--- src/rtl/nibble_serial_adder_ctrl.sv ---
// nibble_serial_adder_ctrl: wide add via one shared 4-bit ripple adder.
// Ports: clk, rst_n, start, a, b, cin, [sub if SERIAL_ADD_SUB_EN], busy, done, sum.
module nibble_serial_adder_ctrl #(
  parameter int NIBBLES = 4
) (
  input  logic                 clk,
  input  logic                 rst_n,
  input  logic                 start,
  input  logic [4*NIBBLES-1:0] a,
  input  logic [4*NIBBLES-1:0] b,
  input  logic                 cin,
`ifdef SERIAL_ADD_SUB_EN
  input  logic                 sub,
`endif
  output logic                 busy,
  output logic                 done,
  output logic [4*NIBBLES:0]   sum
);

  localparam int W  = 4 * NIBBLES;
  localparam int IW = $clog2(NIBBLES);

  localparam logic [1:0] S_IDLE = 2'd0;
  localparam logic [1:0] S_RUN  = 2'd1;
  localparam logic [1:0] S_DONE = 2'd2;

  logic [1:0]    state;
  logic [IW-1:0] idx;
  logic          carry;
  logic [W-1:0]  a_reg;
  logic [W-1:0]  b_reg;
  logic [3:0]    a_nib;
  logic [3:0]    b_nib;
  logic [4:0]    nsum;
  logic          rc;
  logic          last;

  always_comb begin
    a_nib = '0;
    b_nib = '0;
    for (int i = 0; i < NIBBLES; i++) begin
      if (idx == IW'(i)) begin
        a_nib = a_reg[4*i +: 4];
        b_nib = b_reg[4*i +: 4];
      end
    end
  end

  // The shared narrow adder, ripple-carry bit by bit.
  always_comb begin
    nsum = '0;
    rc   = carry;
    for (int i = 0; i < 4; i++) begin
      nsum[i] = a_nib[i] ^ b_nib[i] ^ rc;
      rc = (a_nib[i] & b_nib[i]) |
           (rc & (a_nib[i] ^ b_nib[i]));
    end
    nsum[4] = rc;
  end

  assign last = (idx == IW'(NIBBLES - 1));
  assign busy = (state != S_IDLE);
  assign done = (state == S_DONE);

  always_ff @(posedge clk or negedge rst_n) begin
    if (!rst_n) begin
      state <= S_IDLE;
      idx   <= '0;
      carry <= 1'b0;
      a_reg <= '0;
      b_reg <= '0;
      sum   <= '0;
    end else begin
      unique case (state)
        S_IDLE: begin
          if (start) begin
            a_reg <= a;
`ifdef SERIAL_ADD_SUB_EN
            // a - b == a + ~b + 1
            b_reg <= sub ? ~b : b;
            carry <= sub | cin;
`else
            b_reg <= b;
            carry <= cin;
`endif
            idx   <= '0;
            sum   <= '0;
            state <= S_RUN;
          end
        end
        S_RUN: begin
          for (int i = 0; i < NIBBLES; i++) begin
            if (idx == IW'(i)) begin
              sum[4*i +: 4] <= nsum[3:0];
            end
          end
          carry <= nsum[4];
          if (last) begin
            sum[W] <= nsum[4];
            idx    <= '0;
            state  <= S_DONE;
          end else begin
            idx <= idx + 1'b1;
          end
        end
        S_DONE: begin
          state <= S_IDLE;
        end
        default: begin
          state <= S_IDLE;
        end
      endcase
    end
  end

endmodule

--- config.mk ---
export PLATFORM = sky130hd
export DESIGN_NAME = nibble_serial_adder_ctrl
export DESIGN_NICKNAME = d
export VERILOG_FILES = /design/src/rtl/nibble_serial_adder_ctrl.sv
export SDC_FILE = /design/constraint.sdc
export NUM_CORES = 1
export LEC_CHECK = 0
export ABC_AREA = 1
export BUFFER_PORTS_ARGS = -buffer_cell sky130_fd_sc_hd__buf_2
export CAP_MARGIN = 20
export CORE_MARGIN = 5
export CORE_UTILIZATION = 55
export CTS_BUF_LIST = sky130_fd_sc_hd__clkbuf_4 sky130_fd_sc_hd__clkbuf_8
export DETAILED_ROUTE_END_ITERATION = 16
export HOLD_SLACK_MARGIN = 0.1
export MAX_ROUTING_LAYER = met4
export PLACE_DENSITY = 0.8
export SETUP_SLACK_MARGIN = 0.05
export SYNTH_ARGS = -nofsm -noshare
export SYNTH_HDL_FRONTEND = slang
export SYNTH_SLANG_ARGS = --single-unit
--- constraint.sdc ---
create_clock -name clk -period 6.1 [get_ports clk]
set_input_delay 0.61 -clock clk [delete_from_list [all_inputs] [get_ports clk]]
set_output_delay 0.61 -clock clk [all_outputs]
set_load 0.1 [all_outputs]
==> flow_metrics.tcl <==
set metrics [dict create \
    ys_warn_count 0 \
    n_antenna_cell 0 \
    worstPathRequired_ns 6.35 \
    cts_tree "built" \
    largest_reg_flops 17 \
    routed_via_density 5.00 \
    io_buffer_count 54 \
    die_area_um2 6260 \
    clk_latency_ns 0.31 \
    crit_slowest_cell "dfrtp_1" \
    drive_gt1_frac 0.197 \
    min_path_type "input port to async pin" \
    post-route-util 0.637 \
    synth_seq_cells 54 \
    layout_common_cells "nand2_1, dfrtp_1, buf_2" \
    row_count 25 \
    critPathCaptureType "flop" \
    syn_area_um2 2630 \
    cpMostUsedCell "fa_1" \
    cts_buffers 5 \
    drt_iter0_markers 210 \
    cpPeakStageDelay_ns 0.45 \
    pre_cts_ws_ns 2.80 \
    post_cts_resize_count 0 \
    rsz0062_at_grt "false" \
    place_hpwl_um 4160 \
    final_common_cell "nand2_1" \
    clock-sinks 54 \
    finalSetupTns_ns 0 \
    worstMarginPinSlew_ns 0.679 \
    ctsHoldBuffers 0 \
    final_area_um2 2990 \
    setup.worst_path.class "flop to flop" \
    grt_max_degree 55 \
    slew_violations 0 \
    syn_area_per_cell_um2 7.99 \
    grt_pass1_vias 2139 \
    wl_per_cell_um 13.2 \
    yosysUniqueCellTypes 22 \
    grt.total_usage 0.209 \
    synth_seq_area_share 0.514 \
    cpLargestDelayFamily "adder cells" \
    status "finished clean" \
    htree_levels 2 \
    worstPathMaxFanout 10 \
    die_h_um 79.1 \
    setup_viol_count_final 0 \
    cts.path.max_buffers 2 \
    overflow 0 \
    cts_setup_buffers 0 \
    path_buf_inv 3 \
    period_minus_slack_ns 3.35 \
    startpoint_type "flop" \
    maxSlewHeadroom 0.548 \
    path_cells "inv_1, ha_1, inv_2, nor2_1, nor2_1, nand2_1, nand2_1, fa_1, fa_1, inv_1, fa_1, fa_1, nor2_1, nand3_1, nand2_1" \
    start_util 0.560 \
    nets 424 \
    period_share 0.549 \
    gp_congestion 0.895 \
    synth_cells 329 \
    fin_ws_ns 2.75 \
    first_pass_iters 4 \
    path_clk_slew_ns 0.10 \
    maxCapViolations 0 \
    fmax_mhz 299 \
    cts-root-buf "clkbuf_8" \
    fin_worst_skew_ns 0.00960 \
    synth_fp_nets 373 \
    grt_pass1_wl_um 9960 \
    routed_wl_um 5730 \
    die_w_um 79.1 \
    drc 0 \
    vias 2174 \
    detail-route-antenna-nets 0 \
    core-area_um2 4690 \
    hold_viol_final 0 \
    area_growth_pct 13.8 \
    io_pins 55 \
    antenna_found_initial 0 \
    placed_area_um2 2880 \
    worst_ep_arrival_time_ns 3.60 \
]
==> per-stage QoR <==
step | std cells | hold WS, ns
floorplan | 329 | 0.314
global placement | 427 | 0.458
detailed placement | 427 | 0.460
CTS | 435 | 0.431
global route | 435 | 0.471
finish | 435 | 0.410
==> cell usage after synthesis, drive strengths merged <==
master	instances	area share
dfrtp	54	0.51
fa	4	0.030
or2	4	0.0095
clkbuf	1	0.0014
o21ai	10	0.023
a21oi	12	0.023
ha	4	0.019
nand2	178	0.26
a21boi	1	0.0029
inv	19	0.027
nor2	17	0.027
nand3	15	0.029
buf	10	0.035
==> kinds of logic (layout without fill, tap and decap cells) <==
logic type | count (synthesis) | after routing | share of synthesized area
compound gates | 23 | 23 | 0.0491
buf+inv | 30 | 82 | 0.0638
fa+ha+maj | 8 | 8 | 0.0495
flops | 54 | 54 | 0.514
simple gates | 214 | 214 | 0.323
==> cell type report <==
cell class                 instances  area, um2
sequential                        54       1350
inverter                          19       71.3
timing repair buffer              55        278
clock inverter                     2       37.5
multi-input combinational        245       1110
clock buffer                       6       76.3
fill                             445       1700
tap                               54       67.6
==> final timing paths <==
check / from / end / slack (ns) / cells past startpoint
min: rst_n / sum[1]$_DFFE_PN0P_ / 0.41 / 2
max: idx[0]$_DFFE_PN0P_ / sum[15]$_DFFE_PN0P_ / 2.75 / 15
max reg2reg: idx[0]$_DFFE_PN0P_ / sum[15]$_DFFE_PN0P_ / 2.75 / 15
min reg2reg: sum[5]$_DFFE_PN0P_ / sum[5]$_DFFE_PN0P_ / 0.48 / 2
min in group clk: sum[5]$_DFFE_PN0P_ / sum[5]$_DFFE_PN0P_ / 0.48 / 2
max in group asynchronous: rst_n / a_reg[13]$_DFFE_PN0P_ / 5.24 / 2
==> routing by layer <==
| metal | GRT usage | vias up | share of wire |
|---|---|---|---|
| met5 | - | - | 0 |
| met4 | 0.0893 | 0 | 0.031 |
| met3 | 0.0454 | 14 | 0.056 |
| met2 | 0.311 | 72 | 0.46 |
| met1 | 0.278 | 982 | 0.46 |
| li1 | - | 1106 | - |
Power is left out: the tool's default activity adds up to more than one toggle a clock period on the data nets, which glitch-free logic cannot reach.
